## src/rtl/mv_select_pkg.sv

```systemverilog
// Shared block-matching parameters: search block size macros and the mv_select FSM encoding.
// Latency: none. This package holds only types and constants.
// Backpressure: not applicable.
`ifndef MV_SELECT_PKG_SV
`define MV_SELECT_PKG_SV

`ifndef BLK_SIZE
`define BLK_SIZE 8
`endif
`ifndef BS_SQ
`define BS_SQ ((`BLK_SIZE) * (`BLK_SIZE))
`endif
`ifndef BS_CUBE
`define BS_CUBE ((`BLK_SIZE) * (`BLK_SIZE) * (`BLK_SIZE))
`endif

package mv_select_pkg;

  // Candidate results per search block. This is the default for mv_select N_CAND.
  localparam int BLK_SIZE = `BLK_SIZE;
  localparam int BS_SQ    = `BS_SQ;
  localparam int BS_CUBE  = `BS_CUBE;

  // Selector FSM: waiting for the first candidate, comparing the rest, holding the result.
  typedef enum logic [1:0] {
    IDLE    = 2'd0,
    COLLECT = 2'd1,
    REPORT  = 2'd2
  } mv_state_e;

endpackage

`endif

```

## src/rtl/mv_select.sv

```systemverilog
// Picks the minimum-SAD motion vector from N_CAND candidates per search block; ties keep the earlier candidate.
// Latency: mv_valid rises 1 cycle after the last candidate of a block is accepted.
// Backpressure: in_ready is low while a result waits in REPORT. The result is held until mv_ready is high.
// Optional statistics are enabled by defining MV_SELECT_STATS_EN. When it is undefined, the stat ports are tied to 0.
module mv_select
  import mv_select_pkg::*;
#(
  parameter int N_CAND = BLK_SIZE,
  parameter int SAD_W  = 8
) (
  input  logic             clk,
  input  logic             reset,
  input  logic             flush,
  input  logic             in_valid,
  output logic             in_ready,
  input  logic [SAD_W-1:0] in_sad,
  input  logic [7:0]       in_mi,
  input  logic [7:0]       in_mj,
  output logic             mv_valid,
  input  logic             mv_ready,
  output logic [SAD_W-1:0] mv_sad,
  output logic [7:0]       mv_mi,
  output logic [7:0]       mv_mj,
  output logic [7:0]       blk_idx,
  output logic [15:0]      stat_sad_sum,
  output logic [7:0]       stat_blk_cnt
);

  localparam logic [7:0] LAST_CNT = 8'(N_CAND);

  mv_state_e        state, state_nxt;
  logic [7:0]       cand_cnt;
  logic [SAD_W-1:0] best_sad;
  logic [7:0]       best_mi, best_mj;
  logic [7:0]       blk_idx_q;
  logic             accept, xfer, last_cand, better;
  logic             ld_first, ld_next;

  // flush wins over both a candidate acceptance and an output transfer.
  assign accept    = in_valid && in_ready && !flush;
  assign last_cand = (cand_cnt + 8'd1) == LAST_CNT;
  assign better    = in_sad < best_sad;

  // State register. Reset returns to IDLE asynchronously, so mv_valid drops at once.
  always_ff @(posedge clk or negedge reset) begin
    if (!reset) state <= IDLE;
    else        state <= state_nxt;
  end

  // Next state, handshake outputs and datapath load strobes.
  always_comb begin
    state_nxt = state;
    in_ready  = 1'b1;
    mv_valid  = 1'b0;
    ld_first  = 1'b0;
    ld_next   = 1'b0;
    xfer      = 1'b0;
    case (state)
      IDLE: begin
        if (accept) begin
          ld_first  = 1'b1;
          state_nxt = COLLECT;
        end
      end
      COLLECT: begin
        if (accept) begin
          ld_next = 1'b1;
          if (last_cand) state_nxt = REPORT;
        end
      end
      REPORT: begin
        in_ready = 1'b0;
        mv_valid = 1'b1;
        if (mv_ready && !flush) begin
          xfer      = 1'b1;
          state_nxt = IDLE;
        end
      end
      default: state_nxt = IDLE;
    endcase
    if (flush) state_nxt = IDLE;
  end

  // Running minimum and candidate count. A strict less-than makes ties keep the earlier vector.
  always_ff @(posedge clk or negedge reset) begin
    if (!reset) begin
      cand_cnt <= '0;
      best_sad <= '0;
      best_mi  <= '0;
      best_mj  <= '0;
    end else if (flush) begin
      cand_cnt <= '0;
    end else if (ld_first) begin
      cand_cnt <= 8'd1;
      best_sad <= in_sad;
      best_mi  <= in_mi;
      best_mj  <= in_mj;
    end else if (ld_next) begin
      cand_cnt <= cand_cnt + 8'd1;
      if (better) begin
        best_sad <= in_sad;
        best_mi  <= in_mi;
        best_mj  <= in_mj;
      end
    end else if (xfer) begin
      cand_cnt <= '0;
    end
  end

  // Block index advances only on a completed transfer and wraps naturally at 256.
  always_ff @(posedge clk or negedge reset) begin
    if (!reset)    blk_idx_q <= '0;
    else if (xfer) blk_idx_q <= blk_idx_q + 8'd1;
  end

  assign mv_sad  = best_sad;
  assign mv_mi   = best_mi;
  assign mv_mj   = best_mj;
  assign blk_idx = blk_idx_q;

`ifdef MV_SELECT_STATS_EN
  // The accumulator is one bit wider than the larger of the two operands, so the saturation test is exact.
  localparam int SUM_W = ((SAD_W > 16) ? SAD_W : 16) + 1;

  logic [15:0]      sad_sum_q;
  logic [7:0]       blk_cnt_q;
  logic [SUM_W-1:0] sum_ext;

  assign sum_ext = SUM_W'(sad_sum_q) + SUM_W'(best_sad);

  // Saturating statistics, updated once per completed transfer.
  always_ff @(posedge clk or negedge reset) begin
    if (!reset) begin
      sad_sum_q <= '0;
      blk_cnt_q <= '0;
    end else if (xfer) begin
      sad_sum_q <= (sum_ext > SUM_W'(16'hFFFF)) ? 16'hFFFF : sum_ext[15:0];
      if (blk_cnt_q != 8'hFF) blk_cnt_q <= blk_cnt_q + 8'd1;
    end
  end

  assign stat_sad_sum = sad_sum_q;
  assign stat_blk_cnt = blk_cnt_q;
`else
  assign stat_sad_sum = '0;
  assign stat_blk_cnt = '0;
`endif

endmodule

```

## config.mk

```make
export PLATFORM = sky130hd
export DESIGN_NAME = mv_select
export DESIGN_NICKNAME = d
export VERILOG_FILES = /design/src/rtl/mv_select_pkg.sv /design/src/rtl/mv_select.sv
export SDC_FILE = /design/constraint.sdc
export NUM_CORES = 1
export LEC_CHECK = 0
export ABC_AREA = 1
export CELL_PAD_IN_SITES_DETAIL_PLACEMENT = 1
export CELL_PAD_IN_SITES_GLOBAL_PLACEMENT = 2
export CORE_AREA = 8 8 104 106
export DETAILED_ROUTE_END_ITERATION = 8
export DIE_AREA = 0 0 112 114
export GPL_TIMING_DRIVEN = 0
export PLACE_DENSITY_LB_ADDON = 0.1
export SLEW_MARGIN = 40
export SYNTH_ARGS = -nofsm -noshare
export SYNTH_HDL_FRONTEND = slang
export SYNTH_SLANG_ARGS = --single-unit
```

## constraint.sdc

```tcl
create_clock -name clk -period 4.7 [get_ports clk]
set_input_delay 0.47 -clock clk [delete_from_list [all_inputs] [get_ports clk]]
set_output_delay 0.47 -clock clk [all_outputs]
set_load 0.01 [all_outputs]
```

==> flow_metrics.env <==
export IMPL_outcome="complete, no violations"
export IMPL_crit_path_frequent_cell="nand2_1"
export IMPL_cp_max_fo=10
export IMPL_drive_gt1_share_pct=18.6
export IMPL_min_period_ns=2.00
export IMPL_end_kind="register"
export IMPL_synth_common_cells="nand2_1, dfrtp_1, inv_1, nand3_1, buf_4"
export IMPL_overflow=0
export IMPL_vias=2040
export IMPL_finalNetCount=414
export IMPL_die_x_um=112
export IMPL_synth_top_area_share_pct=43.4
export IMPL_yosysSeqAreaShare_pct=43.4
export IMPL_worstPathArrival_ns=2.19
export IMPL_synth_edf_count=0
export IMPL_first_iter_violations=15
export IMPL_drc=0
export IMPL_critPathKind="primary input to register"
export IMPL_cap_violations=0
export IMPL_clk_pin_slew_ns=0.09
export IMPL_synth_cell_types=30
export IMPL_cts_sinks=42
export IMPL_grt_max_degree=27
export IMPL_grt_pass1_vias=2320
export IMPL_grt_antenna_before_repair=0
export IMPL_finClkSkew_ns=0.0102
export IMPL_cpPeakStageDelay_ns=0.44
export IMPL_max_vdd_ir_drop_v=0.000119
export IMPL_final_hold_viol_count=0
export IMPL_synth_most_common_cell="nand2_1"
export IMPL_hold_class="primary input to asynchronous set/reset pin"
export IMPL_cts_setup_buffers=0
export IMPL_syn_inst=282
export IMPL_grt_pass1_wl_mm=11.4
export IMPL_grt_usage_pct=10.9
export IMPL_drtPass1Iterations=4
export IMPL_p_leak_nw=1.72
export IMPL_fmax_mhz=500
export IMPL_clk_latency_ns=0.30
export IMPL_final_util_pct=37.0
export IMPL_power_mw=1.04
export IMPL_p_per_area_mw_per_mm2=309
export IMPL_cts_buffers=5
export IMPL_io_pins=87
export IMPL_dieArea_mm2=0.0128
export IMPL_ant_nets=0
export IMPL_drt_total_wl_mm=6.59
export IMPL_finalSetupTns_ns=0
export IMPL_root_buffer="clkbuf_8"
export IMPL_start_kind="primary input"
export IMPL_core_area_mm2=0.00911
export IMPL_cp_slowest_cell="clkdlybuf4s50_1"
export IMPL_place_hpwl_mm=5.19
export IMPL_n_antenna_cell=0
export IMPL_worstPathCellList="clkdlybuf4s50_1, ha_1, nand2_1, inv_1, a21oi_1, nand2_2, nor2_4, nand2_4, buf_2, nand3_1, nand2_1"
export IMPL_hold_buffers=0
export IMPL_syn_area_mm2=0.00242
export IMPL_cts_tree="built"
export IMPL_h_tree_depth=2
export IMPL_finalSetupViolCount=0
export IMPL_finalCritPeriodShare_pct=42.5
export IMPL_post_cts_resized=0
export IMPL_numPortBuffers=62
export IMPL_dieHeight_um=114
export IMPL_yosysTopAreaCell="dfrtp_1"
export IMPL_synth_seq_cells=42
export IMPL_maxSlewViolCount=0
export IMPL_area_growth_pct=39.4
export IMPL_max_slew_margin_pct=62.3
export IMPL_place_congestion=0.681
export IMPL_rsz0062_at_grt="no"
export IMPL_wl_per_cell_um=13.5
export IMPL_ys_flop_type="dfrtp_1"
export IMPL_max_clock_path_buffers=2
export IMPL_ys_async_sr_fraction_pct=100
export IMPL_tightest_slew_ns=0.566
export IMPL_rows=35
export IMPL_synth_warnings=0
export IMPL_yosys_top_cells_area="dfrtp_1, nand2_1, buf_4"
export IMPL_avgSynthCellArea_um2=8.59
export IMPL_required_ns=4.89
export IMPL_start_util_pct=26.6
export IMPL_vias_per_cell=4.19
logic make-up (layout without fill, tap and decap cells):
group,Yosys count,in the layout,synth area share (%)
and+or+nand+nor,143,143,30.0
buffers and inverters,65,136,15.2
DFF,42,42,43.4
AOI/OAI and AO/OA,14,14,3.36
adders and majority gates,10,10,5.17
xor gates and xnor gates,6,6,2.17
other,1,24,0.155
muxes,1,1,0.465
final timing paths:
| path | startpoint | to | slack (ns) | depth (start not counted) |
|---|---|---|---|---|
| worst max-delay path | in_sad[7] | mv_mj[4] | 2.70 | 11 |
| worst min-delay path | reset | mv_sad[2] | 0.03 | 1 |
| worst max register to register | mv_sad[7] | mv_mj[4] | 2.91 | 11 |
| worst min register to register | blk_idx[7] | blk_idx[7] | 0.49 | 1 |
| max in group asynchronous | reset | cand_cnt[7] | 4.24 | 2 |
| min in group clk | blk_idx[7] | blk_idx[7] | 0.49 | 1 |
sequential cells by signal, indices dropped and copies added, names as in the netlist:
register  flops
mv_mi         8
state         2
mv_sad        8
cand_cnt      8
blk_idx       8
mv_mj         8
final cells by class:
cell class	count	area (um2)
Tap cell	111	139
Sequential cell	42	1050
Clock inverter	3	21.3
Timing Repair Buffer	63	638
Fill cell	1109	5730
Multi-Input combinational cell	198	1090
Buffer	30	238
Inverter	35	131
Clock buffer	5	68.8
routing by layer:
layer | GRT usage [%] | vias to the layer above | part of all wire, %
met1 | 12.5 | 961 | 44
met5 | 0 | - | 0
li1 | - | 1021 | -
met4 | 3.51 | 0 | 1.1
met2 | 18.6 | 54 | 48
met3 | 4.01 | 4 | 7.1
where the power goes:
group / total (mW) / switching (mW) / internal [mW]
logic: 0.347 / 0.162 / 0.185
registers: 0.455 / 0.0387 / 0.417
clock network: 0.241 / 0.137 / 0.105
critical path, delay by kind of cell:
family                     cells  cell delay [ns]
adders and majority gates      1             0.32
and+or+nand+nor                6             0.52
buffers and inverters          3             0.72
AOI/OAI and AO/OA              1             0.15
cells in the final DEF (no fill, tap or decap), types with 6 or more instances in the layout:
cell type,instances
inv_1,33
dfrtp_1,42
clkdlybuf4s50_1,61
nor2_1,12
nand2_1,63
ha_1,10
nand3_1,32
nand2_2,21
conb_1,24
o21ai_0,6
buf_4,25
per-stage QoR:
| step | setup WS [ns] | cell area, um2 | std cells | hold slack, ns |
|---|---|---|---|---|
| CTS | 2.69 | 3370 | 487 | 0.0399 |
| finish | 2.70 | 3370 | 487 | 0.0340 |
| detailed placement | 2.36 | 3280 | 479 | 0.373 |
| floorplan | 3.02 | 2510 | 305 | 0.174 |
| global route | 2.53 | 3370 | 487 | 0.0367 |
| global placement | 1.80 | 3270 | 478 | 0.466 |
Power figures use the tool's default switching activity.
